**config.mk**
```make
export PLATFORM = sky130hd
export DESIGN_NAME = demux1_2_reg
export DESIGN_NICKNAME = d
export VERILOG_FILES = /design/src/rtl/demux1_2_reg.sv
export SDC_FILE = /design/constraint.sdc
export NUM_CORES = 1
export LEC_CHECK = 0
export ABC_AREA = 1
export ABC_CLOCK_PERIOD_IN_PS = 1400
export BUFFER_PORTS_ARGS = -buffer_cell sky130_fd_sc_hd__buf_2
export CAP_MARGIN = 20
export CORE_MARGIN = 10
export CORE_UTILIZATION = 50
export CTS_BUF_LIST = sky130_fd_sc_hd__clkbuf_2 sky130_fd_sc_hd__clkbuf_4 sky130_fd_sc_hd__clkbuf_8
export DETAILED_ROUTE_END_ITERATION = 12
export PLACE_DENSITY = 0.81
export SLEW_MARGIN = 25
export SYNTH_ARGS = -nofsm -noshare
export SYNTH_HDL_FRONTEND = slang
export SYNTH_SLANG_ARGS = --single-unit
```
**constraint.sdc**
```tcl
create_clock -name clk_i -period 1.4 [get_ports clk_i]
set_input_delay 0.28 -clock clk_i [delete_from_list [all_inputs] [get_ports clk_i]]
set_output_delay 0.28 -clock clk_i [all_outputs]
set_load 0.05 [all_outputs]
```
**src/rtl/demux1_2_reg.sv**
```systemverilog
// Registered 1-to-2 demultiplexer: one valid/ready input steered to slot A, slot B, both, or dropped.
// Optional saturating drop counter enabled by defining DEMUX_DROP_CNT_EN.
module demux1_2_reg #(
   parameter int WIDTH = 32,
   parameter int CNT_W = 8
) (
   input  logic             clk_i,
   input  logic             rst_ni,
   input  logic             in_valid_i,
   output logic             in_ready_o,
   input  logic [WIDTH-1:0] in_data_i,
   input  logic [1:0]       sel_i,
   output logic             a_valid_o,
   input  logic             a_ready_i,
   output logic [WIDTH-1:0] a_data_o,
   output logic             b_valid_o,
   input  logic             b_ready_i,
   output logic [WIDTH-1:0] b_data_o,
   output logic             busy_o,
   output logic [CNT_W-1:0] drop_cnt_o
);

   localparam logic [1:0] SEL_A     = 2'b00;
   localparam logic [1:0] SEL_B     = 2'b01;
   localparam logic [1:0] SEL_BCAST = 2'b10;

   logic free_a;
   logic free_b;
   logic accept;
   logic load_a;
   logic load_b;

   // A slot is free if empty or being drained on this edge.
   always_comb begin
      free_a = !a_valid_o | a_ready_i;
      free_b = !b_valid_o | b_ready_i;
      case (sel_i)
         SEL_A:     in_ready_o = free_a;
         SEL_B:     in_ready_o = free_b;
         SEL_BCAST: in_ready_o = free_a & free_b;
         default:   in_ready_o = 1'b1;
      endcase
   end

   // Broadcast only accepts when both slots are free, so both loads fire together or not at all.
   assign accept = in_valid_i & in_ready_o;
   assign load_a = accept & ((sel_i == SEL_A) | (sel_i == SEL_BCAST));
   assign load_b = accept & ((sel_i == SEL_B) | (sel_i == SEL_BCAST));

   always_ff @(posedge clk_i or negedge rst_ni) begin
      if (!rst_ni) begin
         a_valid_o <= 1'b0;
         a_data_o  <= '0;
      end else if (load_a) begin
         a_valid_o <= 1'b1;
         a_data_o  <= in_data_i;
      end else if (a_ready_i) begin
         a_valid_o <= 1'b0;
      end
   end

   always_ff @(posedge clk_i or negedge rst_ni) begin
      if (!rst_ni) begin
         b_valid_o <= 1'b0;
         b_data_o  <= '0;
      end else if (load_b) begin
         b_valid_o <= 1'b1;
         b_data_o  <= in_data_i;
      end else if (b_ready_i) begin
         b_valid_o <= 1'b0;
      end
   end

   assign busy_o = a_valid_o | b_valid_o;

`ifdef DEMUX_DROP_CNT_EN
   logic             drop;
   logic [CNT_W-1:0] drop_cnt_q;

   assign drop = accept & (sel_i == 2'b11);

   always_ff @(posedge clk_i or negedge rst_ni) begin
      if (!rst_ni) begin
         drop_cnt_q <= '0;
      end else if (drop && (drop_cnt_q != {CNT_W{1'b1}})) begin
         drop_cnt_q <= drop_cnt_q + 1'b1;
      end
   end

   assign drop_cnt_o = drop_cnt_q;
`else
   assign drop_cnt_o = '0;
`endif

endmodule

```
==> flow_summary.yaml, run 1 <==
drt:
  routed_via_density: 5.223
  routedWlPerCell_um: 16.39
  finalWirelength_um: 8244
  vias: 2627
  drt_first_iter_violations: 117
  detail_route.first_pass.iterations: 4
  ant_nets: 0
  drc: 0
setup_path:
  cpPeakStageDelay_ns: 0.41
  cp_max_fo: 3
  cp.required_ns: 1.12
  critPathCaptureType: "output pin"
  r2r-end: "a_data_o[17]$_DFFE_PN0P_"
  worstPathCellList: "nand2_2 -> nand2_1 -> nand2_1 -> nand2_2 -> nand2_4 -> buf_8"
  rr_worst_depth: 10
  reg2reg_slack_ns: -0.06
  startpoint: "a_valid_o$_DFFE_PN0P_"
  arrival_ns: 1.25
  slowest_stage: "dfrtp_2"
  path_class: "flop to output pin"
  startpoint_type: "flop"
  crit_end: "in_ready_o"
  reg2reg_from: "a_valid_o$_DFFE_PN0P_"
sta:
  period_share: 1.091
  setup_viol_count_final: 66
  rsz0062_at_grt: "yes"
  worst_slack_ns: -0.1277
  hold_slack_ns: 0.2070
  fmax_mhz: 654.6
  final_max_slew_viol_count: 0
  skew_ns: 0.003841
  report.final.hold_viol_count: 0
  fin_crit_ns: 1.528
floorplanning:
  start_util: 0.5075
  dieArea_um2: 9421
  fp.dieH_um: 97.06
  die_x_um: 97.06
  top_level_ports: 115
  rows: 28
  coreArea_um2: 5851
placement:
  io_buffers: 106
  dpl.hpwl_um: 5862
  place_congestion: 0.7814
power_and_ir_drop:
  p_leak_nw: 2.187
  power_frac_seq: 0.339
  power.share.clock: 0.261
  sw_frac_of_total: 0.4395
  p_per_area_nw_per_um2: 1979
  p_sw_mw: 3.358
  irDropWorstVdd_mv: 1.170
  comb_power_share: 0.400
  power.total_mw: 7.641
  internal_power_mw: 4.283
grt:
  antenna_found_initial: 0
  grt_usage: 0.1687
  grt_max_degree: 67
  grt_first_pass_wirelength_um: 13230
  grt_pass1_vias: 2662
  overflow: 0
worst_hold_path:
  hp-class: "primary input to flop"
  hold_path_depth: 3
clock_network:
  cts_inserted_buffers: 9
  clock_sinks: 66
  htreeDepth: 3
  clkTransAtPathRegs_ns: 0.07
  cts_tree: "built"
  clk_path_buf_depth: 2
  clock_latency_ns: 0.33
  root_buffer: "clkbuf_8"
synthesis:
  synthXorXnorAreaFrac: 0
  ys_seq_area_frac: 0.5563
  post_synth.cell_area_avg_um2: 9.366
  synth_top_area_share: 0.5563
  synth_area_um2: 2969
  synth.area.mux_share: 0
  synth_area_leaders: "dfrtp_1 56%, nand2_1 17%, nand4_1 13%"
  ys_ff_latch: 66
  yosys.area_share.simple: 0.3270
  synth_top_family_by_area: "simple AND/OR/NAND/NOR gates"
  synth.distinct_cells: 16
  synth_area_leader_cell: "dfrtp_1"
  ys_warn_count: 0
  synth_compound_area_frac: 0.002950
  netlist_instances: 317
  synthAdderAreaFrac: 0.01686
cells_and_area:
  nNetsFinal: 466
  mostFrequentLayoutCell: "nand2_1"
  diodes: 0
  drive_above_1_share: 0.3458
  syn_to_final_growth_pct: 30.05
  layout_common_cells: "133 x nand2_1, 104 x buf_2, 64 x nand4_1, 64 x dfrtp_1, 11 x clkbuf_8"
status:
  violations: "setup timing"
  outcome: "complete, but fails checks"
run:
  drv_cap: 0
==> logic make-up after synthesis <==
family                   count (synthesis)
AO/OA/AOI/OAI                            1
flip-flops                              66
adder cells (fa/ha/maj)                  4
AND/OR/NAND/NOR                        204
buffers and inverters                   41
other                                    1
==> flip-flops by register name, indices dropped and copies added, names as in the netlist <==
signal,count
a_data_o,32
b_valid_o,1
b_data_o,32
a_valid_o,1
==> power by group through the flow <==
stage | Clock, mW | Sequential [mW] | Combinational (mW)
final | 2.00 | 2.59 | 3.05
after global routing | 2.10 | 2.64 | 3.24
after global placement | 0 | 2.60 | 3.00
after floorplan | 0 | 4.16 | 0.708
after CTS | 2.01 | 2.59 | 3.08
after detailed placement | 0 | 2.61 | 3.05
==> synthesized netlist by cell type <==
| library cell | number |
|---|---|
| nand2_4 | 1 |
| or2_0 | 1 |
| buf_2 | 22 |
| inv_1 | 5 |
| conb_1 | 1 |
| buf_4 | 8 |
| a21oi_2 | 1 |
| nand4_1 | 64 |
| buf_8 | 5 |
| nand2_1 | 133 |
| nand2_2 | 2 |
| or2_2 | 1 |
| nand3_4 | 2 |
| dfrtp_1 | 66 |
| buf_12 | 1 |
| ha_1 | 4 |
==> stage by stage <==
step / setup slack (ns) / cells / cell area [µm²] / TNS [ns] / utilization
after floorplan: -0.01896 / 324 / 3000 / -0.01896 / -
after global placement: -0.09116 / 484 / 3557 / -3.091 / 0.6080
after detailed placement: -0.1308 / 484 / 3557 / -6.345 / 0.6080
after CTS: -0.1444 / 503 / 3854 / -3.505 / 0.6587
after global routing: -0.1950 / 503 / 3861 / -10.11 / 0.6600
final: -0.1277 / 503 / 3861 / -3.336 / 0.6600
==> cell type report <==
type | instances | area (µm²)
Fill cell | 471 | 1989
Sequential cell | 66 | 1654
Multi-Input combinational cell | 217 | 1060
Timing Repair Buffer | 124 | 783.3
Clock buffer | 11 | 151.4
Clock inverter | 5 | 100.1
Tap cell | 75 | 93.84
Inverter | 5 | 18.77
==> critical path, delay by kind of cell (launching register included) <==
family	cells	cell delay (ns)
buf+inv	1	0.15
simple gates	5	0.34
flops	1	0.41
==> how the worst min path moves through the flow <==
stage | start | end | slack (ns)
floorplan | rst_ni | a_data_o[0]$_DFFE_PN0P_ | -0.02
global placement | rst_ni | a_data_o[10]$_DFFE_PN0P_ | 0.32
detailed placement | rst_ni | a_data_o[10]$_DFFE_PN0P_ | 0.32
CTS | in_data_i[23] | b_data_o[23]$_DFFE_PN0P_ | 0.20
global route | in_data_i[23] | b_data_o[23]$_DFFE_PN0P_ | 0.21
finish | in_data_i[24] | b_data_o[24]$_DFFE_PN0P_ | 0.21
==> metal layers <==
layer  GRT usage  up-vias  routed length [µm]
li1            -     1267                   -
met1      0.2017     1229                3408
met2      0.2711      118                3950
met3     0.06259       13                 775
met4     0.06129        0                 108
met5           0        -                   0
==> what timing repair did <==
action / in CTS / in global routing
hold buffers: 1 / 0
setup endpoints to repair: 2 / 68
cloned: 0 / 0
buffers inserted: 2 / 0
hold endpoints to repair: 66 / 0
resized for setup: 6 / 2
pin swaps: 2 / 2
No activity file was read; power rests on OpenSTA's default activity.
==> run 2, diff against run 1 <==
--- a/config.mk
+++ b/config.mk
@@ -8,12 +8,13 @@
 export ABC_AREA = 1
 export ABC_CLOCK_PERIOD_IN_PS = 1400
 export BUFFER_PORTS_ARGS = -buffer_cell sky130_fd_sc_hd__buf_2
-export CAP_MARGIN = 20
+export CAP_MARGIN = 40
 export CORE_MARGIN = 10
 export CORE_UTILIZATION = 50
 export CTS_BUF_LIST = sky130_fd_sc_hd__clkbuf_2 sky130_fd_sc_hd__clkbuf_4 sky130_fd_sc_hd__clkbuf_8
 export DETAILED_ROUTE_END_ITERATION = 12
 export PLACE_DENSITY = 0.81
+export RECOVER_POWER = 100
 export SLEW_MARGIN = 25
 export SYNTH_ARGS = -nofsm -noshare
 export SYNTH_HDL_FRONTEND = slang
==> flow_summary.yaml, run 2 (synthesis results as in run 1) <==
clock_network:
  clkTransAtPathRegs_ns: 0.07
  cts_tree: "built"
  clock_latency_ns: 0.33
  root_buffer: "clkbuf_8"
  htreeDepth: 3
  clock_sinks: 66
  cts_inserted_buffers: 9
  clk_path_buf_depth: 2
floorplanning:
  top_level_ports: 115
  die_x_um: 97.06
  rows: 28
  fp.dieH_um: 97.06
  dieArea_um2: 9421
  start_util: 0.5075
  coreArea_um2: 5851
grt:
  overflow: 0
  grt_usage: 0.1687
  grt_first_pass_wirelength_um: 13230
  grt_max_degree: 67
  antenna_found_initial: 0
  grt_pass1_vias: 2662
drt:
  vias: 2639
  drc: 0
  drt_first_iter_violations: 117
  detail_route.first_pass.iterations: 4
  ant_nets: 0
  routedWlPerCell_um: 16.29
  finalWirelength_um: 8192
  routed_via_density: 5.247
cells_and_area:
  syn_to_final_growth_pct: 29.62
  final_cells: 503
  utilization: 0.6578
  drive_above_1_share: 0.3458
  reg.largest.list: "a_data_o: 32 flops, b_data_o: 32 flops"
  diodes: 0
  layout_common_cells: "133 x nand2_1, 65 x clkbuf_2, 64 x nand4_1, 64 x dfrtp_1, 39 x buf_2"
  nNetsFinal: 466
  mostFrequentLayoutCell: "nand2_1"
  n_fill_cell: 473
setup_path:
  cp_max_fo: 3
  critPathCaptureType: "output pin"
  reg2reg_slack_ns: -0.07
  startpoint_type: "flop"
  arrival_ns: 1.25
  worstPathCellList: "nand2_2 -> nand2_1 -> nand2_1 -> nand2_2 -> nand2_4 -> buf_8"
  crit_end: "in_ready_o"
  reg2reg_from: "a_valid_o$_DFFE_PN0P_"
  cp.required_ns: 1.12
  path_class: "flop to output pin"
  r2r-end: "a_data_o[17]$_DFFE_PN0P_"
  slowest_stage: "dfrtp_2"
  cpPeakStageDelay_ns: 0.41
  rr_worst_depth: 10
  startpoint: "a_valid_o$_DFFE_PN0P_"
run:
  drv_cap: 0
placement:
  place_congestion: 0.7814
  io_buffers: 106
  dpl.hpwl_um: 5862
  pre_cts_ws_ns: -0.1308
  dp_cells: 484
sta:
  tns_ns: -3.414
  worst_slack_ns: -0.1257
  fmax_mhz: 655.4
  fin_crit_ns: 1.526
  final_max_slew_viol_count: 0
  worstMarginPinSlew_ns: 0.8176
  period_share: 1.090
  rsz0062_at_grt: "yes"
  slew-limit-headroom: 0.4550
  setup_viol_count_final: 66
  skew_ns: 0.003919
  report.final.hold_viol_count: 0
status:
  outcome: "complete, but fails checks"
  violations: "setup timing"
power_and_ir_drop:
  power.total_mw: 7.634
  p_per_area_nw_per_um2: 1983
  p_leak_nw: 2.174
  irDropWorstVdd_mv: 1.165
worst_hold_path:
  hp-class: "primary input to flop"
## run 2: through the flow
stage	hold slack [ns]	area, µm²
2_1_floorplan	-0.01559	3000
3_3_place_gp	0.3209	3557
3_5_place_dp	0.3248	3557
4_1_cts	0.1976	3854
5_1_grt	0.2095	3849
6_report	0.2078	3849
## run 2: area by class of cell
| cell class | instances | area [µm²] | share of cell area |
|---|---|---|---|
| multi-input combinational | 217 | 1060 | 0.2754 |
| inverter | 5 | 18.77 | 0.004876 |
| timing repair buffer | 124 | 770.7 | 0.2003 |
| clock buffer | 11 | 151.4 | 0.03934 |
| sequential | 66 | 1654 | 0.4298 |
| tap | 75 | 93.84 | 0.02438 |
| clock inverter | 5 | 100.1 | 0.02601 |
## run 2: worst min path at each step
| stage | start | endpoint | slack, ns | depth (start not counted) |
|---|---|---|---|---|
| global route | in_data_i[23] | b_data_o[23]$_DFFE_PN0P_ | 0.21 | 3 |
| finish | in_data_i[24] | b_data_o[24]$_DFFE_PN0P_ | 0.21 | 3 |
| detailed placement | rst_ni | a_data_o[10]$_DFFE_PN0P_ | 0.32 | 2 |
| floorplan | rst_ni | a_data_o[0]$_DFFE_PN0P_ | -0.02 | 0 |
| global placement | rst_ni | a_data_o[10]$_DFFE_PN0P_ | 0.32 | 2 |
| CTS | in_data_i[23] | b_data_o[23]$_DFFE_PN0P_ | 0.20 | 3 |
## run 2: metal layers
metal | part of all wire | vias up | global-route usage
met2 | 0.48 | 121 | 0.2711
met4 | 0.0099 | 0 | 0.06129
met5 | 0 | - | 0
met3 | 0.093 | 9 | 0.06259
met1 | 0.41 | 1237 | 0.2017
li1 | - | 1272 | -
## run 2: timing repair
action,CTS,global route
buffers inserted,2,0
gates resized for setup,6,2
endpoints found under the hold margin,66,0
pin swaps,2,2
endpoints found under the setup margin,2,68
hold buffers,1,0
cloned,0,0
## run 2: worst max-delay path: cells and delay by family (launching register included)
family	cells	cell delay [ns]
buf+inv	1	0.15
simple gates	5	0.34
flops	1	0.41
## run 2: where the power goes
group	switching [mW]	internal [mW]	leakage, nW
Sequential	0.263	2.35	0.816
Clock	0.720	1.27	0.129
Combinational	2.39	0.643	1.23
Total	3.37	4.26	2.17
==> run 3, diff against run 2 <==
--- a/config.mk
+++ b/config.mk
@@ -15,7 +15,9 @@
 export DETAILED_ROUTE_END_ITERATION = 12
 export PLACE_DENSITY = 0.81
 export RECOVER_POWER = 100
+export REMOVE_ABC_BUFFERS = 1
 export SLEW_MARGIN = 25
 export SYNTH_ARGS = -nofsm -noshare
 export SYNTH_HDL_FRONTEND = slang
 export SYNTH_SLANG_ARGS = --single-unit
+export TNS_END_PERCENT = 20
==> flow_summary.yaml, run 3 (synthesis results as in run 1) <==
drt:
  drt_first_iter_violations: 141
  ant_nets: 0
  drc: 0
  routed_via_density: 5.216
  finalWirelength_um: 8261
  routedWlPerCell_um: 16.36
  wl_met3_um: 624
  met1_length_um: 3373
  top_layer: "met4"
  wl_met2_um: 4149
  vias: 2634
  detail_route.first_pass.iterations: 4
floorplanning:
  die_x_um: 97.06
  top_level_ports: 115
  fp.dieH_um: 97.06
  dieArea_um2: 9421
  start_util: 0.5075
  coreArea_um2: 5851
  rows: 28
grt:
  antenna_found_initial: 0
  grt_first_pass_wirelength_um: 13680
  overflow: 0
  grt_max_degree: 67
  grt_pass1_vias: 2688
  grt_usage: 0.1752
clock_network:
  clock_latency_ns: 0.34
  cts_inserted_buffers: 9
  cts_tree: "built"
  clock_sinks: 66
  clkTransAtPathRegs_ns: 0.07
  clk_path_buf_depth: 2
  root_buffer: "clkbuf_8"
  htreeDepth: 3
power_and_ir_drop:
  power.total_mw: 7.267
  p_per_area_nw_per_um2: 1894
  p_leak_nw: 2.169
  irDropWorstVdd_mv: 1.016
setup_path:
  reg2reg_slack_ns: -0.08
  rr_worst_depth: 10
  path_class: "flop to output pin"
  reg2reg_from: "a_valid_o$_DFFE_PN0P_"
  startpoint: "a_valid_o$_DFFE_PN0P_"
  arrival_ns: 1.27
  cpPeakStageDelay_ns: 0.38
  cp.required_ns: 1.12
  startpoint_type: "flop"
  cp_max_fo: 3
  slowest_stage: "dfrtp_1"
  r2r-end: "b_data_o[2]$_DFFE_PN0P_"
  worstPathCellList: "nand2_2 -> nand2_1 -> nand2_1 -> nand2_2 -> nand2_8 -> buf_12"
  critPathCaptureType: "output pin"
placement:
  dp_cells: 485
  pre_cts_ws_ns: -0.2045
  io_buffers: 106
  place_congestion: 0.8005
  placed_area_um2: 3577
  dpl.hpwl_um: 5967
worst_hold_path:
  hold_path_depth: 3
  worstHoldStart: "in_data_i[0]"
  hp-class: "primary input to flop"
  whs_endpoint: "b_data_o[0]$_DFFE_PN0P_"
sta:
  rsz0062_at_grt: "yes"
  fmax_mhz: 643.9
  report.final.hold_viol_count: 0
  worstMarginPinSlew_ns: 0.5831
  slew-limit-headroom: 0.6113
  fin_crit_ns: 1.553
  setup_viol_count_final: 66
  hold_slack_ns: 0.2040
  worst_slack_ns: -0.1532
  final_max_slew_viol_count: 0
  period_share: 1.109
  skew_ns: 0.003462
cells_and_area:
  mostFrequentLayoutCell: "nand2_1"
  layout_common_cells: "133 x nand2_1, 66 x dfrtp_1, 65 x clkbuf_2"
  final_cells: 505
  syn_to_final_growth_pct: 29.25
  fin_area_um2: 3837
  reg.largest.list: "a_data_o: 32 flops, b_data_o: 32 flops"
  diodes: 0
  n_fill_cell: 499
  nNetsFinal: 468
  drive_above_1_share: 0.3419
status:
  violations: "setup timing"
  outcome: "complete, but fails checks"
run:
  drv_cap: 0
==> run 3: cell types whose count changed in the layout (fill, tap and decap cells not counted), moves of 2 or more <==
cell,change
dfrtp_1,+2
bufinv_16,-3
clkbuf_8,+3
buf_4,+2
dfrtp_2,-2
==> run 3: how the worst max path moves through the flow <==
stage	end	slack, ns	cells past startpoint
finish	in_ready_o	-0.15	6
global route	in_ready_o	-0.25	6
CTS	in_ready_o	-0.16	6
detailed placement	b_data_o[10]$_DFFE_PN0P_	-0.20	10
global placement	b_data_o[26]$_DFFE_PN0P_	-0.12	11
floorplan	a_data_o[0]$_DFFE_PN0P_	-0.76	6
==> run 3: power breakdown <==
group	total (mW)	internal, mW	switching [mW]
Sequential	2.60	2.34	0.256
Clock	1.61	0.904	0.705
Combinational	3.06	0.660	2.40
Total	7.27	3.91	3.36
==> run 3: layout make-up <==
class	count	area, µm²	share of cell area
Tap cell	75	93.84	0.02445
Clock buffer	15	200.2	0.05217
Clock inverter	1	5.005	0.001304
Sequential cell	66	1652	0.4304
Multi-Input combinational cell	217	1079	0.2811
Timing Repair Buffer	126	789.5	0.2057
Inverter	5	18.77	0.004891
==> run 3: worst max-delay path, delay by kind of cell, from the launching register on <==
| family | cells | cell delay [ns] |
|---|---|---|
| flip-flops | 1 | 0.38 |
| AND/OR/NAND/NOR | 5 | 0.41 |
| buffers and inverters | 1 | 0.13 |
==> run 3: repair_timing <==
| action | 4_1_cts | 5_1_grt |
|---|---|---|
| resized for setup | 6 | 1 |
| endpoints found under the hold margin | 66 | 0 |
| endpoints found under the setup margin | 64 | 68 |
| setup buffers | 3 | 1 |
| hold buffers | 1 | 0 |
| pin swaps | 2 | 5 |
==> run 3: per-stage QoR <==
| stage | utilization | TNS [ns] |
|---|---|---|
| finish | 0.6559 | -3.476 |
| global route | 0.6559 | -11.76 |
| CTS | 0.6557 | -5.819 |
| detailed placement | 0.6114 | -10.47 |
| global placement | 0.6114 | -6.795 |
| floorplan | - | -45.90 |
==> run 3: metal layers <==
metal	vias to the layer above	global-route usage
met5	-	0
met4	0	0.06129
met3	12	0.05405
met2	100	0.2819
met1	1253	0.2168
li1	1269	-
